File: config.mk
export PLATFORM = sky130hd
export DESIGN_NAME = dmem_arbiter_flat
export DESIGN_NICKNAME = d
export VERILOG_FILES = /design/src/rtl/dmem_arbiter_if.sv /design/src/rtl/dmem_arbiter.sv /design/src/flat_wrapper.sv
export SDC_FILE = /design/constraint.sdc
export NUM_CORES = 1
export LEC_CHECK = 0
export CAP_MARGIN = 0
export CORE_MARGIN = 10
export CORE_UTILIZATION = 25
export DETAILED_ROUTE_END_ITERATION = 10
export GPL_ROUTABILITY_DRIVEN = 0
export PLACE_DENSITY_LB_ADDON = 0.2
export SLEW_MARGIN = 15
export SYNTH_ARGS = -nofsm -noshare
export SYNTH_HDL_FRONTEND = slang
export SYNTH_SLANG_ARGS = --single-unit
File: constraint.sdc
create_clock -name clk_x -period 6.05 [get_ports clk_x]
set_input_delay 1.815 -clock clk_x [delete_from_list [all_inputs] [get_ports clk_x]]
set_output_delay 1.815 -clock clk_x [all_outputs]
set_load 0.02 [all_outputs]
File: src/rtl/dmem_arbiter_if.sv
`timescale 1ns/1ps
// Signal bundle between the core port (C), the DMA/loader port (D) and the shared
// single-port data memory. The arbiter takes the slave view; requesters and memory take the master view.
interface dmem_arbiter_if #(
  parameter int AW = 10,
  parameter int DW = 32
);
  logic          c_req;
  logic          c_we;
  logic [AW-1:0] c_addr;
  logic [DW-1:0] c_wdata;
  logic          c_gnt;
  logic          c_rvalid;
  logic [DW-1:0] c_rdata;

  logic          d_req;
  logic          d_we;
  logic [AW-1:0] d_addr;
  logic [DW-1:0] d_wdata;
  logic          d_lock;
  logic          d_gnt;
  logic          d_rvalid;
  logic [DW-1:0] d_rdata;

  logic          mem_en;
  logic          mem_we;
  logic [AW-1:0] mem_addr;
  logic [DW-1:0] mem_wdata;
  logic [DW-1:0] mem_rdata;

  modport slave (
    input  c_req, c_we, c_addr, c_wdata,
    input  d_req, d_we, d_addr, d_wdata, d_lock,
    input  mem_rdata,
    output c_gnt, c_rvalid, c_rdata,
    output d_gnt, d_rvalid, d_rdata,
    output mem_en, mem_we, mem_addr, mem_wdata
  );

  modport master (
    output c_req, c_we, c_addr, c_wdata,
    output d_req, d_we, d_addr, d_wdata, d_lock,
    output mem_rdata,
    input  c_gnt, c_rvalid, c_rdata,
    input  d_gnt, d_rvalid, d_rdata,
    input  mem_en, mem_we, mem_addr, mem_wdata
  );
endinterface

File: src/rtl/dmem_arbiter.sv
`timescale 1ns/1ps
// Core/DMA arbiter for the shared data memory: round robin with a bounded DMA burst lock.
// Define DMEM_ARB_CPU_PRIO_EN to give the core fixed priority outside bursts.
module dmem_arbiter #(
  parameter int AW        = 10,
  parameter int DW        = 32,
  parameter int MAX_BURST = 8
) (
  input  logic           clk_x,
  input  logic           rst_n,
  dmem_arbiter_if.slave  bus
);

  typedef enum logic {ARB = 1'b0, BURST = 1'b1} mode_t;

  localparam logic [3:0] CAP = 4'(MAX_BURST);

  mode_t         mode;
  logic          last;
  logic [3:0]    burst_cnt;
  logic          rsel;
  logic          rpend;
  logic          rst_q;

  logic          c_win;
  logic          d_win;
  logic          cap_hit;
  logic          we_w;
  logic [AW-1:0] addr_w;
  logic [DW-1:0] wdata_w;

  always_comb begin
    c_win   = 1'b0;
    d_win   = 1'b0;
    cap_hit = 1'b0;
    if (mode == BURST) begin
      // The cap only bites while C is waiting; C then takes this very cycle.
      cap_hit = bus.c_req && (burst_cnt == CAP);
      d_win   = bus.d_req && !cap_hit;
      c_win   = bus.c_req && !d_win;
    end else begin
`ifdef DMEM_ARB_CPU_PRIO_EN
      c_win = bus.c_req;
`else
      c_win = bus.c_req && (!bus.d_req || last);
`endif
      d_win = bus.d_req && !c_win;
    end
  end

  always_comb begin
    we_w    = 1'b0;
    addr_w  = '0;
    wdata_w = '0;
    if (c_win) begin
      we_w    = bus.c_we;
      addr_w  = bus.c_addr;
      wdata_w = bus.c_wdata;
    end else if (d_win) begin
      we_w    = bus.d_we;
      addr_w  = bus.d_addr;
      wdata_w = bus.d_wdata;
    end
  end

  assign bus.c_gnt     = c_win;
  assign bus.d_gnt     = d_win;
  assign bus.mem_en    = c_win || d_win;
  assign bus.mem_we    = we_w;
  assign bus.mem_addr  = addr_w;
  assign bus.mem_wdata = wdata_w;

  // Read return: memory data lands one cycle after the grant, steered to the owner.
  assign bus.c_rvalid = rpend && !rsel;
  assign bus.d_rvalid = rpend && rsel;
  assign bus.c_rdata  = (rpend && !rsel) ? bus.mem_rdata : '0;
  assign bus.d_rdata  = (rpend && rsel)  ? bus.mem_rdata : '0;

  // Reset asserts asynchronously but releases only after the next clock edge.
  always_ff @(posedge clk_x or negedge rst_n) begin
    if (!rst_n) rst_q <= 1'b0;
    else        rst_q <= 1'b1;
  end

  always_ff @(posedge clk_x or negedge rst_n) begin
    if (!rst_n) begin
      mode      <= ARB;
      last      <= 1'b1;
      burst_cnt <= 4'd0;
      rsel      <= 1'b0;
      rpend     <= 1'b0;
    end else if (!rst_q) begin
      mode      <= ARB;
      last      <= 1'b1;
      burst_cnt <= 4'd0;
      rsel      <= 1'b0;
      rpend     <= 1'b0;
    end else begin
      rpend <= (c_win || d_win) && !we_w;
      if (c_win || d_win) begin
        rsel <= d_win;
        last <= d_win;
      end
      case (mode)
        ARB: begin
          if (d_win && bus.d_lock) begin
            mode      <= BURST;
            burst_cnt <= 4'd1;
          end
        end
        BURST: begin
          if (!bus.d_lock || !bus.d_req || cap_hit) begin
            mode      <= ARB;
            burst_cnt <= 4'd0;
          end else if (bus.c_req && burst_cnt != CAP) begin
            burst_cnt <= burst_cnt + 4'd1;
          end
        end
      endcase
    end
  end

endmodule

File: src/flat_wrapper.sv
// flat-port wrapper written by rule: the top's interface ports become plain ports
module dmem_arbiter_flat 
#(
  parameter int AW        = 10,
  parameter int DW        = 32,
  parameter int MAX_BURST = 8
)
  (clk_x, rst_n, bus_c_req, bus_c_we, bus_c_addr, bus_c_wdata, bus_d_req, bus_d_we, bus_d_addr, bus_d_wdata, bus_d_lock, bus_mem_rdata, bus_c_gnt, bus_c_rvalid, bus_c_rdata, bus_d_gnt, bus_d_rvalid, bus_d_rdata, bus_mem_en, bus_mem_we, bus_mem_addr, bus_mem_wdata);
  dmem_arbiter_if #(.AW(AW), .DW(DW)) bus_i ();
  input  logic clk_x;
  input  logic rst_n;
  input wire logic [$bits(bus_i.c_req)-1:0] bus_c_req;
  input wire logic [$bits(bus_i.c_we)-1:0] bus_c_we;
  input wire logic [$bits(bus_i.c_addr)-1:0] bus_c_addr;
  input wire logic [$bits(bus_i.c_wdata)-1:0] bus_c_wdata;
  input wire logic [$bits(bus_i.d_req)-1:0] bus_d_req;
  input wire logic [$bits(bus_i.d_we)-1:0] bus_d_we;
  input wire logic [$bits(bus_i.d_addr)-1:0] bus_d_addr;
  input wire logic [$bits(bus_i.d_wdata)-1:0] bus_d_wdata;
  input wire logic [$bits(bus_i.d_lock)-1:0] bus_d_lock;
  input wire logic [$bits(bus_i.mem_rdata)-1:0] bus_mem_rdata;
  output wire logic [$bits(bus_i.c_gnt)-1:0] bus_c_gnt;
  output wire logic [$bits(bus_i.c_rvalid)-1:0] bus_c_rvalid;
  output wire logic [$bits(bus_i.c_rdata)-1:0] bus_c_rdata;
  output wire logic [$bits(bus_i.d_gnt)-1:0] bus_d_gnt;
  output wire logic [$bits(bus_i.d_rvalid)-1:0] bus_d_rvalid;
  output wire logic [$bits(bus_i.d_rdata)-1:0] bus_d_rdata;
  output wire logic [$bits(bus_i.mem_en)-1:0] bus_mem_en;
  output wire logic [$bits(bus_i.mem_we)-1:0] bus_mem_we;
  output wire logic [$bits(bus_i.mem_addr)-1:0] bus_mem_addr;
  output wire logic [$bits(bus_i.mem_wdata)-1:0] bus_mem_wdata;
  assign bus_i.c_req = bus_c_req;
  assign bus_i.c_we = bus_c_we;
  assign bus_i.c_addr = bus_c_addr;
  assign bus_i.c_wdata = bus_c_wdata;
  assign bus_i.d_req = bus_d_req;
  assign bus_i.d_we = bus_d_we;
  assign bus_i.d_addr = bus_d_addr;
  assign bus_i.d_wdata = bus_d_wdata;
  assign bus_i.d_lock = bus_d_lock;
  assign bus_i.mem_rdata = bus_mem_rdata;
  assign bus_c_gnt = bus_i.c_gnt;
  assign bus_c_rvalid = bus_i.c_rvalid;
  assign bus_c_rdata = bus_i.c_rdata;
  assign bus_d_gnt = bus_i.d_gnt;
  assign bus_d_rvalid = bus_i.d_rvalid;
  assign bus_d_rdata = bus_i.d_rdata;
  assign bus_mem_en = bus_i.mem_en;
  assign bus_mem_we = bus_i.mem_we;
  assign bus_mem_addr = bus_i.mem_addr;
  assign bus_mem_wdata = bus_i.mem_wdata;
  dmem_arbiter #(.AW(AW), .DW(DW), .MAX_BURST(MAX_BURST)) u_core (.clk_x(clk_x), .rst_n(rst_n), .bus(bus_i));
endmodule
* After elaboration in Yosys (flattened, before gate mapping)
Cells that the tools add are included.
Word-level totals: bits in registers 9, input port bits 123, output and inout bits 112, logic and storage cells 59
Cells by class: add/sub/neg operators 1, eq/ne operators 5, muxes and demuxes 24, bitwise logic cells 1, reduce and logical (&&, ||, !) cells 22
Operators by type and width (number):
- $mux 32 | 4
- $mux 10 | 2
- $mux 4 | 4
- $mux 1 | 12
- $logic_and 1x1->1 | 10
- $ne 4x4->1 const B | 2
- $pmux 4 s2 | 1
- $logic_not 1->1 | 7
- $add 4x1->4 const B | 1
- $eq 4x4->1 const B | 1
- $logic_or 1x1->1 | 4
- $ne 3x3->1 const B | 1
- $ne 2x2->1 const B | 1
- $pmux 1 s2 | 1
- $reduce_and 2->1 | 1
- $not 1->1 | 1

* Depth between registers and ports, before layout
Gate-level depths: netlist of run 1.
depth after elaboration 11, mapped depth 7, mapped depth without buffers 6

* Worst setup path after synthesis of run 1
No wires, ideal clock.
kind input-to-output, from in bus_c_req, to out bus_mem_addr[1], arrival time 2998 ps, data required time 4235 ps, path slack 1237 ps, stages 5, buffers on the path 2, path through buf_6 and2_1 a221oi_4 buf_6 a22o_1
Between the ends: elaborated cells between the ends (all ways) 12, classes of those cells mux (4); reduce/logical (8)
RTL lines:
- from (decl) | RTL line flat_wrapper.sv:12 | input wire logic [$bits(bus_i.c_req)-1:0] bus_c_req;
- $logic_and 1x1->1, on equally long branches | RTL line dmem_arbiter.sv:45, dmem_arbiter.sv:38
- $logic_not 1->1, on equally long branches | RTL line dmem_arbiter.sv:47, dmem_arbiter.sv:39
- $logic_and 1x1->1, on equally long branches | RTL line dmem_arbiter.sv:47, dmem_arbiter.sv:39
- $mux 1 * | RTL line dmem_arbiter.sv:36 | if (mode == BURST) begin
- net bus_d_gnt | RTL line flat_wrapper.sv:25 | output wire logic [$bits(bus_i.d_gnt)-1:0] bus_d_gnt;
- $mux 10 * | RTL line dmem_arbiter.sv:59 | end else if (d_win) begin
- $mux 10 * | RTL line dmem_arbiter.sv:55 | if (c_win) begin
- to (decl) | RTL line flat_wrapper.sv:30 | output wire logic [$bits(bus_i.mem_addr)-1:0] bus_mem_addr;
The timed path passes the listed nets; every way through them passes the cells marked *.

* Worst setup path in the final report of run 1
from in bus_d_req, to out bus_mem_wdata[18]
Between the ends: cells in the longest elaborated chain, start to end 8, elaborated cells between the ends (all ways) 12, classes of those cells mux (4); reduce/logical (8)
Ends and longest elaborated chain:
- from (decl) | RTL line flat_wrapper.sv:16 | input wire logic [$bits(bus_i.d_req)-1:0] bus_d_req;
- $logic_not 1->1 | RTL line dmem_arbiter.sv:45 | c_win = bus.c_req && (!bus.d_req || last);
- $logic_or 1x1->1 | RTL line dmem_arbiter.sv:45
- $logic_and 1x1->1 | RTL line dmem_arbiter.sv:45
- $logic_not 1->1 | RTL line dmem_arbiter.sv:47 | d_win = bus.d_req && !c_win;
- $logic_and 1x1->1 | RTL line dmem_arbiter.sv:47
- $mux 1 | RTL line dmem_arbiter.sv:36
- $mux 32 | RTL line dmem_arbiter.sv:59
- $mux 32 * | RTL line dmem_arbiter.sv:55
- to (decl) | RTL line flat_wrapper.sv:31 | output wire logic [$bits(bus_i.mem_wdata)-1:0] bus_mem_wdata;
Every way passes the cells marked *; elsewhere a longest branch is shown, timed or not.

==> metrics.yaml, run 1 <==
hold_path:
  whs_endpoint: "u_core.burst_cnt[2]$_DFFE_PN0P_"
  min_from: "u_core.burst_cnt[2]$_DFFE_PN0P_"
  min_delay_path_depth: 1
  hold_class: "reg -> reg"
critical_path:
  r2r_setup_slack_ns: 4.25
  rr_endpoint: "u_core.rpend$_DFF_PN0_"
  slowest_stage: "clkdlybuf4s50_1"
  worstPathCellList: "clkdlybuf4s50_1 > inv_1 > o31a_1 > buf_4 > a22o_1 > clkdlybuf4s50_1"
  slowest_delay_ns: 0.56
  path_max_fanout: 45
  worst_setup_path_end_kind: "output pin"
  worstPathArrival_ns: 3.88
  path_common_cell: "clkdlybuf4s50_1"
  crit_family: "buffers and inverters"
  crit_buf_inv: 4
  r2r_cells: 7
  critPathKind: "in -> out"
  start_kind: "input pin"
  worstPathRequired_ns: 4.24
  reg2reg_from: "u_core.burst_cnt[0]$_DFFE_PN0P_"
timing:
  skew_ns: 0.00210
  fin_crit_ns: 5.69
  post-route-period-util_pct: 94.1
  fmax_ghz: 0.176
  setup_viol: 0
  slew_headroom_pct: 38.5
  fin_tns_setup_ns: 0
  rsz0062_at_grt: "no"
  tightest_slew_ns: 0.922
  slew_viol_final: 0
  layout_setup_ws_ns: 0.360
  hold_viol_final: 0
yosys:
  syn_area_per_cell_um2: 7.98
  ys_seq_area_share_pct: 15.0
  yosysTopAreaCellShare_pct: 25.0
  ys_top_cells_by_count: "a22o_1 (43), and2_1 (36), and3_1 (33)"
  yosys-top-cells-area: "a22o_1 (25%), and2_1 (15%), and3_1 (14%)"
  synth_seq_cells: 9
  synthSimpleGateAreaFrac_pct: 37.1
  synth_flop_cell: "dfrtp_1"
  synth_cells: 189
  syn-cell-area_um2: 1510
  synth_cell_type_count: 38
  synth_most_common_cell: "a22o_1"
  synth-compound-area-share_pct: 33.9
  syn_nets: 314
  synth-adder-area-share_pct: 1.66
  synth_mux_area_share_pct: 0.663
  async_flop_share_pct: 100
  synth_warnings: 0
  synth_xor_area_share_pct: 0
  synth_edf_count: 0
  synth_top_family_by_area: "simple AND/OR/NAND/NOR gates"
  synth_top_cell_by_area: "a22o_1"
final_layout:
  drive_gt1_share_pct: 2.91
  diodes: 0
  area_growth_pct: 158
  fin_nets: 538
power:
  pwr-share-comb_pct: 67.4
  pwr-share-seq_pct: 16.6
  p_per_area_nw_per_um2: 112
  internal_power_uw: 279
  pwr-share-clk_pct: 16.0
  irDropWorstVdd_uv: 183
  p_switching_uw: 157
  p_leak_nw: 1.64
  p_sw_share_pct: 36.0
placed_design:
  io_buffers: 234
  hpwlAfterDp_mm: 9.15
  pre_cts_slack_ns: 0.366
cts:
  htree_levels: 1
  hold_buffers: 0
  cts.repair.resized: 0
  cts_root_buf: "clkbuf_8"
  cts_tree: "yes"
  path_clk_slew_ns: 0.04
  post-cts-setup-buffers: 0
  cts_buffers: 3
  cts_sinks: 9
  clk_path_buf_depth: 2
  clk_latency_ns: 0.23
run:
  max_cap_violations: 0
floorplanning:
  die_w_um: 97.7
  start_util_pct: 25.6
  core_um2: 5890
  die_h_um: 97.7
  io-pin-count: 235
  rows: 28
  dieArea_um2: 9540
grt:
  overflow: 0
  grt_pass1_vias: 2144
  grt_usage_pct: 20.1
  grt_start_max_net_pins: 47
  grt_pass1_wl_mm: 15.3
  antenna_found_initial: 0
outcome:
  status: "completed"
route:
  detail_route.wl_per_cell_um: 21.8
  drc: 0
  viasPerCell: 4.84
  wl_mm: 10.6
  drtAntennaViolNets: 0
  dr.pass1.iters: 5
  drt_iter0_markers: 101
  dr_total_vias: 2359
## layout make-up
| class | count | area, um2 |
|---|---|---|
| Inverter | 7 | 26.3 |
| Timing Repair Buffer | 238 | 2380 |
| Sequential cell | 9 | 226 |
| Fill cell | 487 | 2000 |
| Tap cell | 75 | 93.8 |
| Clock buffer | 4 | 45.0 |
| Multi-Input combinational cell | 154 | 1110 |
## power groups by stage
stage               sequential, mW  combinational [mW]  clock (mW)
floorplan                   0.0665               0.129           0
global placement            0.0727               0.293           0
detailed placement          0.0730               0.296           0
CTS                         0.0722               0.297      0.0710
global route                0.0733               0.310      0.0748
finish                      0.0724               0.294      0.0698
## routing by layer
| layer | up-vias | share of wire, % | GRT usage, % |
|---|---|---|---|
| met4 | 0 | 1.4 | 4.03 |
| met5 | - | 0 | 0 |
| li1 | 1154 | - | - |
| met1 | 1078 | 37 | 22.2 |
| met2 | 117 | 53 | 36.5 |
| met3 | 10 | 8.4 | 6.47 |
## registers in the layout (all words and copies together) (netlist names)
register          count
u_core.burst_cnt      4
u_core.last           1
u_core.mode           1
u_core.rpend          1
u_core.rsel           1
u_core.rst_q          1
## cells in the final DEF (no fill, tap or decap), types with 2 or more instances in the layout
cell / Yosys / layout
a21oi_1: 2 / 2
a22o_1: 43 / 43
and2_1: 36 / 36
and3_1: 33 / 33
buf_4: 0 / 3
clkbuf_8: 0 / 3
clkdlybuf4s50_1: 0 / 234
dfrtp_1: 8 / 8
ha_1: 2 / 2
inv_1: 7 / 7
nand2_1: 5 / 5
nand2b_1: 3 / 3
nor2_1: 3 / 3
o21ai_1: 2 / 2
or3_1: 2 / 2
## worst max path at each step
| stage | start | end | slack (ns) | depth (start not counted) |
|---|---|---|---|---|
| after floorplan | bus_c_req | bus_mem_addr[1] | 1.24 | 5 |
| after global placement | bus_d_req | bus_mem_wdata[18] | 0.36 | 6 |
| after CTS | bus_d_req | bus_mem_wdata[18] | 0.37 | 6 |
| after global routing | bus_c_req | bus_mem_wdata[16] | 0.27 | 6 |
| after detailed placement | bus_d_req | bus_mem_wdata[18] | 0.37 | 6 |
| final | bus_d_req | bus_mem_wdata[18] | 0.36 | 6 |
## kinds of logic after synthesis
group,count (synthesis)
and+or+nand+nor,91
DFF,9
other,1
buffers and inverters,26
muxes,1
AOI/OAI and AO/OA,59
adders and majority gates,2
## stage by stage
stage | hold WS, ns | cell area (um2) | total power [mW] | utilization [%] | cells
floorplan | 0.486 | 1510 | 0.196 | - | 189
global placement | 0.523 | 3840 | 0.366 | 65.3 | 483
finish | 0.542 | 3890 | 0.436 | 66.0 | 487
detailed placement | 0.534 | 3840 | 0.368 | 65.3 | 483
global route | 0.581 | 3890 | 0.458 | 66.0 | 487
CTS | 0.543 | 3890 | 0.440 | 66.0 | 487
Power figures use the tool's default switching activity.
==> run 2, diff against run 1 <==
--- a/config.mk
+++ b/config.mk
@@ -6,11 +6,12 @@
 export NUM_CORES = 1
 export LEC_CHECK = 0
 export CAP_MARGIN = 0
+export CORE_ASPECT_RATIO = 1.1
 export CORE_MARGIN = 10
 export CORE_UTILIZATION = 25
 export DETAILED_ROUTE_END_ITERATION = 10
-export GPL_ROUTABILITY_DRIVEN = 0
 export PLACE_DENSITY_LB_ADDON = 0.2
+export SKIP_CTS_REPAIR_TIMING = 1
 export SLEW_MARGIN = 15
 export SYNTH_ARGS = -nofsm -noshare
 export SYNTH_HDL_FRONTEND = slang
==> run 2 against run 1 <==
Effect of this change: flip-flop and latch count is the same; non-clock buffer count unchanged; setup slack better by 0.069 ns; critical endpoint is now bus_mem_wdata[15]; largest power group unchanged; highest routed layer unchanged.
==> metrics.yaml, run 2 (same netlist as run 1, synthesis figures left out) <==
run:
  max_cap_violations: 0  # unchanged
route:
  dr.pass1.iters: 4  # -1
  wl_mm: 10.7  # +0.94%
  dr_total_vias: 2330  # -1.2%
  viasPerCell: 4.76  # -1.6%
  drt_iter0_markers: 108  # +6.9%
  drc: 0  # unchanged
  drtAntennaViolNets: 0  # unchanged
  detail_route.wl_per_cell_um: 21.9  # +0.53%
critical_path:
  r2r_cells: 7  # unchanged
  rr_endpoint: "u_core.rpend$_DFF_PN0_"
  reg2reg_from: "u_core.burst_cnt[0]$_DFFE_PN0P_"
  crit_buf_inv: 4  # unchanged
  r2r_setup_slack_ns: 4.22  # -0.03 ns
  path_common_cell: "clkdlybuf4s50_1"
  crit_family: "buffers and inverters"
  start_kind: "input pin"
  slowest_delay_ns: 0.62  # +0.06 ns
  worstPathArrival_ns: 3.81  # -0.07 ns
  worst_setup_path_end_kind: "output pin"
  slowest_stage: "clkdlybuf4s50_1"
  path_max_fanout: 46  # +2.2%
  worstPathRequired_ns: 4.24  # about the same
  worstPathCellList: "clkdlybuf4s50_1 > buf_4 > a221oi_4 > buf_12 > a22o_1 > clkdlybuf4s50_1"
  critPathKind: "in -> out"
power:
  irDropWorstVdd_uv: 147  # -20%
  p_per_area_nw_per_um2: 112  # about the same
  p_leak_nw: 1.64  # +0.26%
  total_power_uw: 438  # +0.40%
cts:
  cts_buffers: 3  # unchanged
  clk_latency_ns: 0.23  # about the same
  cts_tree: "yes"
  clk_path_buf_depth: 2  # unchanged
  cts_sinks: 9  # unchanged
  cts_root_buf: "clkbuf_8"
  path_clk_slew_ns: 0.05  # about the same
  htree_levels: 1  # unchanged
timing:
  setup_viol: 0  # unchanged
  hold_viol_final: 0  # unchanged
  fmax_ghz: 0.178  # +1.2%
  post-route-period-util_pct: 92.9  # -1.1 points
  slew_viol_final: 0  # unchanged
  slew_headroom_pct: 39.2  # +0.67 points
  fin_crit_ns: 5.62  # -0.0689 ns
  layout_setup_ws_ns: 0.429  # +0.0689 ns
  hold_slack_ns: 0.560  # +0.0180 ns
  rsz0062_at_grt: "no"
  skew_ns: 0.00630  # +0.00420 ns
  tightest_slew_ns: 0.912  # -0.0100 ns
  fin_tns_setup_ns: 0  # unchanged
hold_path:
  min_delay_path_depth: 1  # unchanged
  whs_endpoint: "u_core.burst_cnt[2]$_DFFE_PN0P_"
  hold_class: "reg -> reg"
  min_from: "u_core.burst_cnt[2]$_DFFE_PN0P_"
grt:
  grt_pass1_wl_mm: 14.3  # -6.5%
  overflow: 0  # unchanged
  grt_pass1_vias: 2237  # +4.3%
  grt_usage_pct: 19.5  # -0.60 points
  grt_start_max_net_pins: 47  # unchanged
  antenna_found_initial: 0  # unchanged
final_layout:
  fin_nets: 538  # unchanged
  area_growth_pct: 159
  most-common-layout-cells: "clkdlybuf4s50_1 (234), a22o_1 (43), and2_1 (36)"
  largest_register: "u_core.burst_cnt"
  largest_reg_flops: 4  # unchanged
  final_common_cell: "clkdlybuf4s50_1"
  diodes: 0  # unchanged
  drive_gt1_share_pct: 2.91  # unchanged
floorplanning:
  rows: 29  # +3.6%
  dieArea_um2: 9550  # about the same
  die_h_um: 101  # +3.9%
  io-pin-count: 235  # unchanged
  die_w_um: 94.1  # -3.7%
  start_util_pct: 26.0  # +0.35 points
  core_um2: 5810  # -1.4%
placed_design:
  pre_cts_slack_ns: 0.425  # +0.0588 ns
  io_buffers: 234  # unchanged
  gp_congestion: 0.852
  hpwlAfterDp_mm: 9.25  # +1.2%
outcome:
  status: "completed"
## run 2: cell counts in the layout (fill, tap and decap cells not counted)
No cell type changed its count.
## run 2: area by class of cell
cell class                 instances  area, um2
multi-input combinational        154       1110
clock buffer                       4       45.0
inverter                           7       26.3
sequential                         9        226
tap                               77       96.3
timing repair buffer             238       2400
fill                             512       1900
## run 2: worst max path at each step
stage / startpoint / end / slack, ns / depth (start not counted)
CTS: bus_d_req / bus_mem_wdata[31] / 0.41 / 6
global route: bus_c_req / bus_mem_wdata[31] / 0.33 / 6
finish: bus_c_req / bus_mem_wdata[15] / 0.43 / 6
floorplan: bus_c_req / bus_mem_addr[1] / 1.24 / 5
detailed placement: bus_d_req / bus_mem_wdata[31] / 0.42 / 6
global placement: bus_c_req / bus_mem_wdata[31] / 0.43 / 6
## run 2: power breakdown
group          switching [mW]  internal (mW)
combinational           0.124          0.172
sequential            0.00929         0.0631
clock                  0.0241         0.0459
total                   0.157          0.281
## run 2: metal layers
metal / global-route usage (%) / vias up / wire, um
met3: 5.25 / 4 / 931
met5: 0 / - / 0
met1: 20.8 / 1064 / 4010
li1: - / 1150 / -
met4: 2.11 / 0 / 33
met2: 38.1 / 112 / 5740
## run 2: per-stage QoR
step	std cells	area, um2	utilization, %
final	489	3900	67.2
after global placement	485	3860	66.4
after detailed placement	485	3860	66.4
after floorplan	189	1510	-
after CTS	489	3900	67.2
after global routing	489	3900	67.2
